[config.mk]
export PLATFORM = sky130hd
export DESIGN_NAME = bist_seq_ctrl
export DESIGN_NICKNAME = d
export VERILOG_FILES = /design/src/rtl/bist_seq_ctrl.sv
export SDC_FILE = /design/constraint.sdc
export NUM_CORES = 1
export LEC_CHECK = 0
export BUFFER_PORTS_ARGS = -buffer_cell sky130_fd_sc_hd__buf_4
export CAP_MARGIN = 20
export CORE_MARGIN = 4
export CORE_UTILIZATION = 35
export DETAILED_ROUTE_END_ITERATION = 10
export PLACE_DENSITY = 0.51
export SLEW_MARGIN = 40
export SYNTH_ARGS = -nofsm -noshare
export SYNTH_HDL_FRONTEND = slang
export SYNTH_SLANG_ARGS = --single-unit
export TNS_END_PERCENT = 50
[constraint.sdc]
create_clock -name clk -period 2.25 [get_ports clk]
set_clock_uncertainty 0.1 [all_clocks]
set_input_delay 0.5625 -clock clk [delete_from_list [all_inputs] [get_ports clk]]
set_output_delay 0.5625 -clock clk [all_outputs]
set_load 0.05 [all_outputs]
[src/rtl/bist_seq_ctrl.sv]
// BIST sequencer: runs n_pass+1 passes of INIT / RUNNING(run_len) / FINISH,
// with sticky completion and abort flags and a divided toggle during RUNNING.
module bist_seq_ctrl #(
    parameter int unsigned CNT_W      = 8,
    parameter int unsigned PASS_W     = 2,
    parameter int unsigned TOGGLE_DIV = 1
) (
    input  logic              clk,
    input  logic              reset_n,
    input  logic              start,
    input  logic              abort,
    input  logic [CNT_W-1:0]  run_len,
    input  logic [PASS_W-1:0] n_pass,
    output logic              init,
    output logic              running,
    output logic              toggle,
    output logic              finish,
    output logic              bist_end,
    output logic              aborted,
    output logic              busy,
    output logic [PASS_W-1:0] pass_idx
);
    localparam int unsigned TDIV_W = 8;

    typedef enum logic [1:0] {ST_IDLE, ST_INIT, ST_RUN, ST_FIN} state_e;

    state_e            state_q, state_d;
    logic              start_q;
    logic [CNT_W-1:0]  cnt_q, cnt_d;
    logic [CNT_W-1:0]  len_q, len_d;
    logic [CNT_W-1:0]  last_cnt;
    logic [PASS_W-1:0] npass_q, npass_d;
    logic [PASS_W-1:0] pass_q, pass_d;
    logic [TDIV_W-1:0] tdiv_q, tdiv_d;
    logic              tog_q, tog_d;
    logic              bist_end_q, bist_end_d;
    logic              aborted_q, aborted_d;
    logic              init_q, running_q, toggle_q, finish_q, busy_q;
    logic              start_acc;

    // Next-state, datapath and flag updates
    always_comb begin
        state_d    = state_q;
        cnt_d      = cnt_q;
        len_d      = len_q;
        npass_d    = npass_q;
        pass_d     = pass_q;
        tdiv_d     = tdiv_q;
        tog_d      = tog_q;
        bist_end_d = bist_end_q;
        aborted_d  = aborted_q;
        start_acc  = start & ~start_q & (state_q == ST_IDLE) & ~abort;
        // A zero run length still gives one RUNNING cycle
        last_cnt   = (len_q == '0) ? '0 : len_q - CNT_W'(1);

        case (state_q)
            ST_IDLE: begin
                if (start_acc) begin
                    len_d      = run_len;
                    npass_d    = n_pass;
                    pass_d     = '0;
                    cnt_d      = '0;
                    bist_end_d = 1'b0;
                    aborted_d  = 1'b0;
                    state_d    = ST_INIT;
                end
            end
            ST_INIT: begin
                cnt_d   = '0;
                tdiv_d  = '0;
                tog_d   = 1'b0;
                state_d = ST_RUN;
            end
            ST_RUN: begin
                if (cnt_q == last_cnt) begin
                    cnt_d   = '0;
                    state_d = ST_FIN;
                end else begin
                    cnt_d = cnt_q + CNT_W'(1);
                end
                if (tdiv_q == TDIV_W'(TOGGLE_DIV - 1)) begin
                    tdiv_d = '0;
                    tog_d  = ~tog_q;
                end else begin
                    tdiv_d = tdiv_q + TDIV_W'(1);
                end
            end
            ST_FIN: begin
                if (pass_q < npass_q) begin
                    pass_d  = pass_q + PASS_W'(1);
                    state_d = ST_INIT;
                end else begin
                    bist_end_d = 1'b1;
                    state_d    = ST_IDLE;
                end
            end
            default: state_d = ST_IDLE;
        endcase

        // Abort wins over everything else, including completion in FINISH
        if (abort && (state_q != ST_IDLE)) begin
            state_d    = ST_IDLE;
            cnt_d      = '0;
            pass_d     = pass_q;
            bist_end_d = bist_end_q;
            aborted_d  = 1'b1;
        end
    end

    // State, datapath and registered Moore outputs
    always_ff @(posedge clk or negedge reset_n) begin
        if (!reset_n) begin
            state_q    <= ST_IDLE;
            start_q    <= 1'b1;
            cnt_q      <= '0;
            len_q      <= '0;
            npass_q    <= '0;
            pass_q     <= '0;
            tdiv_q     <= '0;
            tog_q      <= 1'b0;
            bist_end_q <= 1'b0;
            aborted_q  <= 1'b0;
            init_q     <= 1'b0;
            running_q  <= 1'b0;
            toggle_q   <= 1'b0;
            finish_q   <= 1'b0;
            busy_q     <= 1'b0;
        end else begin
            state_q    <= state_d;
            start_q    <= start;
            cnt_q      <= cnt_d;
            len_q      <= len_d;
            npass_q    <= npass_d;
            pass_q     <= pass_d;
            tdiv_q     <= tdiv_d;
            tog_q      <= tog_d;
            bist_end_q <= bist_end_d;
            aborted_q  <= aborted_d;
            init_q     <= (state_d == ST_INIT);
            running_q  <= (state_d == ST_RUN);
            toggle_q   <= (state_d == ST_RUN) & tog_d;
            finish_q   <= (state_d == ST_FIN);
            busy_q     <= (state_d != ST_IDLE);
        end
    end

    assign init     = init_q;
    assign running  = running_q;
    assign toggle   = toggle_q;
    assign finish   = finish_q;
    assign bist_end = bist_end_q;
    assign aborted  = aborted_q;
    assign busy     = busy_q;
    assign pass_idx = pass_q;

endmodule
**Yosys cells after proc, flatten, opt, wreduce, memory -nomap -nowiden**

Cells that the tools add are included.
Widths: inputs -> output; s select.

- Register bits after elaboration: 39
- Word-level logic and storage cells: 77

- Bitwise logic cells: 8
- Add/subtract/negate cells: 4
- Eq/ne operators: 11
- Reductions and logical operators: 16
- Mux-type cells: 22
- $lt $le $gt $ge: 1

Operators by type and width:

| operator | number |
|---|---|
| $mux 8 | 5 |
| $pmux 8 s3 | 1 |
| $add 8x1->8 const B | 2 |
| $logic_not 8->1 | 2 |
| $pmux 8 s2 | 1 |
| $reduce_bool 2->1 | 6 |
| $mux 2 | 5 |
| $eq 2x2->1 const B | 4 |
| $eq 8x8->1 | 1 |
| $pmux 2 s4 | 1 |
| $reduce_and 4->1 | 2 |
| $sub 8x1->8 const B | 1 |
| $mux 1 | 6 |
| $ne 2x2->1 const B | 3 |
| $reduce_and 2->1 | 3 |
| $and 1x1->1 | 4 |
| $eq 2x1->1 const B | 2 |
| $not 1->1 | 4 |
| $pmux 1 s2 | 2 |
| $pmux 2 s2 | 1 |
| $reduce_bool 4->1 | 1 |
| $ne 3x2->1 const B | 1 |
| $add 2x1->2 const B | 1 |
| $logic_not 2->1 | 1 |
| 2 further kinds | 2 |

**Logic depth before layout (Yosys ltp)**

- Depth after elaboration: 9
- Depth in mapped cells: 9
- Gate-level depth less buffers: 9

**Worst setup path after synthesis**

Ideal clock, no wire load.

- Path type: reg-to-reg
- Start: register len_q[0]
- End: register cnt_q[2]
- Buffers on the path: 0
- Arrival: 2.205 ns
- Data required time: 2.032 ns
- Setup slack: -0.173 ns
- Stages on the path, launching flop included: 10
- Period minus slack after synthesis: 2.423 ns
- Cell sequence: dfrtp_1 > inv_1 > ha_1 > nor4b_4 > and4bb_1 > or3_1 > a2bb2oi_2 > a41o_2 > o22ai_1 > a21o_1

- Word-level cells in the longest chain between the ends: 6

Ends and longest elaborated chain:

| item | line | RTL |
|---|---|---|
| start, declared | 30 | `logic [CNT_W-1:0] len_q, len_d;` |
| start signal, assigned | 132 | `len_q <= len_d;` |
| $sub 8x1->8 / $logic_not 8->1 (equally long branches) | 54 | `last_cnt = (len_q == '0) ? '0 : len_q - CNT_W'(1);` |
| $mux 8 (*) | 54 |  |
| $eq 8x8->1 (*) | 75 | `if (cnt_q == last_cnt) begin` |
| $mux 8 (*) | 75 |  |
| $pmux 8 s3 (*) | 56 | `case (state_q)` |
| $mux 8 (*) | 101 | `if (abort && (state_q != ST_IDLE)) begin` |
| end signal, assigned | 131 | `cnt_q <= cnt_d;` |
| end, declared | 29 | `logic [CNT_W-1:0] cnt_q, cnt_d;` |

Mark *: on every way between the ends. The rest lies on a longest branch, timed or not.
A chain may end at the register's enable or synchronous reset.

**Final worst setup path**

- Start: register len_q[1]
- End: register init_q (netlist: init)

- Word-level cells in the longest chain between the ends: 7

Ends and longest elaborated chain:

| item | line | RTL |
|---|---|---|
| $sub 8x1->8 / $logic_not 8->1 (equally long branches) | 54 |  |
| $mux 8 (*) | 54 |  |
| $eq 8x8->1 (*) | 75 |  |
| $mux 2 (*) | 75 |  |
| $pmux 2 s4 (*) | 56 |  |
| $mux 2 (*) | 101 |  |
| via state_d[0] | 27 | `state_e state_q, state_d;` |
| $eq 2x1->1 (*) | 139 | `init_q <= (state_d == ST_INIT);` |
| end signal, assigned | 139 |  |
| end, declared | 38 | `logic init_q, running_q, toggle_q, finish_q, busy_q;` |

The timed path passes the listed nets; every way through them passes the cells marked *.

==> run summary <==
Outcome - finished with violations
Failing checks - setup timing
Final hold violations - 0
RSZ-0062 raised after global routing - yes
Post-synth top area cell - dfrtp_1
Sink Count - 39
Synth cell types - 50
Final min period - 2.39 ns
Vias in the first global route - 1760
Crit end category - flip-flop
Crit path required time - 2.37 ns
DRT iter0 DRCs - 47
Clock Pin Slew Worst Setup and Hold Paths - 0.08 ns
DRT antenna net count - 0
Root Buffer Master - clkbuf_8
Clock buffer depth - 2
Setup ws final - -0.137 ns
Number of synthesized flops with an enable pin - 0
Fin crit share - 106%
CP Launch Type - flip-flop
Initial antenna violation count - 0
Initial Util - 37.0%
Mean Syn Cell Area - 9.50 sq um
Layout cells sized above 1 - 27.8%
Vias - 1802
Post-synth top area share - 42.4%
H-tree lvl count - 2
MaxCap Viol Count - 0
DRC viols - 0
IO Pins - 23
Setup TNS - -1.16 ns
Cts bufs inserted - 5
Max_slew headroom - 66.2%
Post-synth ARST share - 100%
Die area - 7750 sq um
Sequential area share after synthesis - 43.6%
Final nets - 305
Synth Flop Type - dfrtp_1
RD Place Congestion - 0.764
Hold buffer count at cts - 0
Synth cell count leaders - 38 x dfrtp_1, 27 x nand2_1, 20 x o21ai_0
First-pass GRT wire length - 8190 um
Via-to-Cell Ratio - 5.02
Total core area - 6060 sq um
Setup CP Type - reg -> reg
Final wirelength - 4660 um
Final core occ - 46.7%
Syn Nets - 258
Slew @ Worst Pin - 0.507 ns
Avg WL per Cell - 13.0 um
Diodes inserted - 0
Post-Syn Area - 2240 sq um
Library cell with the highest instance count after synthesis - dfrtp_1
Seq cells post-synth - 39
Pins over their slew limit - 0
FILL cells - 585
Die W - 88.0 um
Largest net degree at the start of global routing - 40
Worst-Skew Late Latency - 0.29 ns
P_leak - 1.30 nW
Top cells by area, synth - dfrtp_1 42%, nand2_1 4.5%, ha_1 4.5%, o21ai_0 4.5%, mux2_2 3.5%
Pwr Density - 1250 nW/um^2
Die Y-Extent - 88.0 um
Maximum vdd ir drop - 0.734 mV
Synthesis Warnings - 0
Post-DP HPWL - 3380 um
Fmax - 419 MHz
Hold crit path type - in -> async
Cells after synthesis - 236
CTS tree - built
Crit Path Max Fanout - 6
Crit path DAT - 2.51 ns
Drt pass-1 iters - 4
Area delta synth->final - 26.3%
Global Route Usage Sum - 13.3%
Number of port buffers - 22
# rows - 28
Setup violations, final - 13
Grt total ovfl - 0
==> cells in the final DEF, fill, tap and decap left out, types with 2 or more instances in the layout <==
master	instances
a21o_1	5
a21oi_1	8
and2_1	3
and3_1	2
buf_4	47
clkbuf_8	7
dfrtp_1	38
ha_1	7
inv_1	12
inv_2	2
mux2_2	7
mux2i_1	4
nand2_1	27
nand2b_1	5
nand3_1	11
nand4_1	2
nand4b_1	2
nor2_1	18
nor2b_1	5
nor3_1	5
nor3b_1	2
nor4b_1	2
o21ai_0	19
o21ai_1	2
o22ai_1	3
or3_1	2
xnor2_1	5
xor2_1	5
==> sequential cells by signal, indices dropped and copies added (netlist names) <==
register  count
finish        1
cnt_q         8
running       1
busy          1
toggle        1
tog_q         1
state_q       2
len_q         8
tdiv_q        8
npass_q       2
pass_idx      2
start_q       1
init          1
bist_end      1
aborted       1
==> critical path, stage by stage, from the launching register on <==
cell and delay (ns):
dfrtp_1 0.39, inv_2 0.08, ha_4 0.15, nor4b_4 0.23
and4bb_1 0.24, or3_4 0.40, a2bb2oi_4 0.17, nand4_2 0.17
a31oi_4 0.24, nor2b_1 0.15
==> metrics by stage <==
| stage | hold slack (ns) | instance area (sq um) | std cells | power, W | setup slack [ns] |
|---|---|---|---|---|---|
| after floorplan | 0.167 | 2250 | 236 | 0.00227 | -0.0202 |
| after global placement | 0.382 | 2670 | 348 | 0.00292 | -0.146 |
| after detailed placement | 0.379 | 2670 | 348 | 0.00292 | -0.188 |
| after CTS | 0.155 | 2790 | 359 | 0.00351 | -0.147 |
| after global routing | 0.175 | 2830 | 359 | 0.00384 | -0.287 |
| final | 0.126 | 2830 | 359 | 0.00355 | -0.137 |
==> timing repair <==
action                     in CTS  in global routing
setup buffers                   3                  0
pin swaps                       4                  0
setup endpoints to repair      14                 15
gates resized for setup         1                  6
==> where the power goes <==
group	switching, W	total [W]	internal [W]
clock	0.000249	0.000528	0.000279
sequential	0.000142	0.00102	0.000882
combinational	0.00108	0.00200	0.000913
==> kinds of logic after synthesis <==
| kind of cell | Yosys count | synth area share (%) |
|---|---|---|
| and+or+nand+nor | 95 | 23.7 |
| AOI/OAI and AO/OA | 52 | 15.4 |
| DFF | 39 | 43.6 |
| buffers and inverters | 21 | 3.57 |
| muxes | 11 | 5.30 |
| xor gates and xnor gates | 10 | 3.91 |
| adders and majority gates | 8 | 4.47 |
==> path summary, 6_finish.rpt <==
check / slack (ns) / depth (start not counted) / from / end
max: -0.14 / 9 / len_q[1]$_DFFE_PN0P_ / init$_DFF_PN0_
min: 0.13 / 1 / reset_n / len_q[7]$_DFFE_PN0P_
max reg2reg: -0.14 / 9 / len_q[1]$_DFFE_PN0P_ / init$_DFF_PN0_
min reg2reg: 0.40 / 1 / bist_end$_DFFE_PN0P_ / bist_end$_DFFE_PN0P_
max in group asynchronous: 1.54 / 1 / reset_n / start_q$_DFF_PN1_
min in group clk: 0.28 / 1 / start / start_q$_DFF_PN1_
==> per-layer routing <==
metal,routed length [um],up-vias,GRT usage [%]
met5,0,-,0
met4,42,0,3.30
met3,131,4,2.82
met2,2090,21,19.9
met1,2390,857,19.5
li1,-,920,-
==> area by class of cell <==
class                           instances  area (sq um)  share of cell area [%]
Clock buffer                            7          96.3                    3.40
Clock inverter                          1          7.51                   0.265
Inverter                               14          52.6                    1.86
Multi-Input combinational cell        176          1250                    44.2
Sequential cell                        39           977                    34.5
Tap cell                               75          93.8                    3.32
Timing Repair Buffer                   47           353                    12.5
No activity file was read; power rests on OpenSTA's default activity.
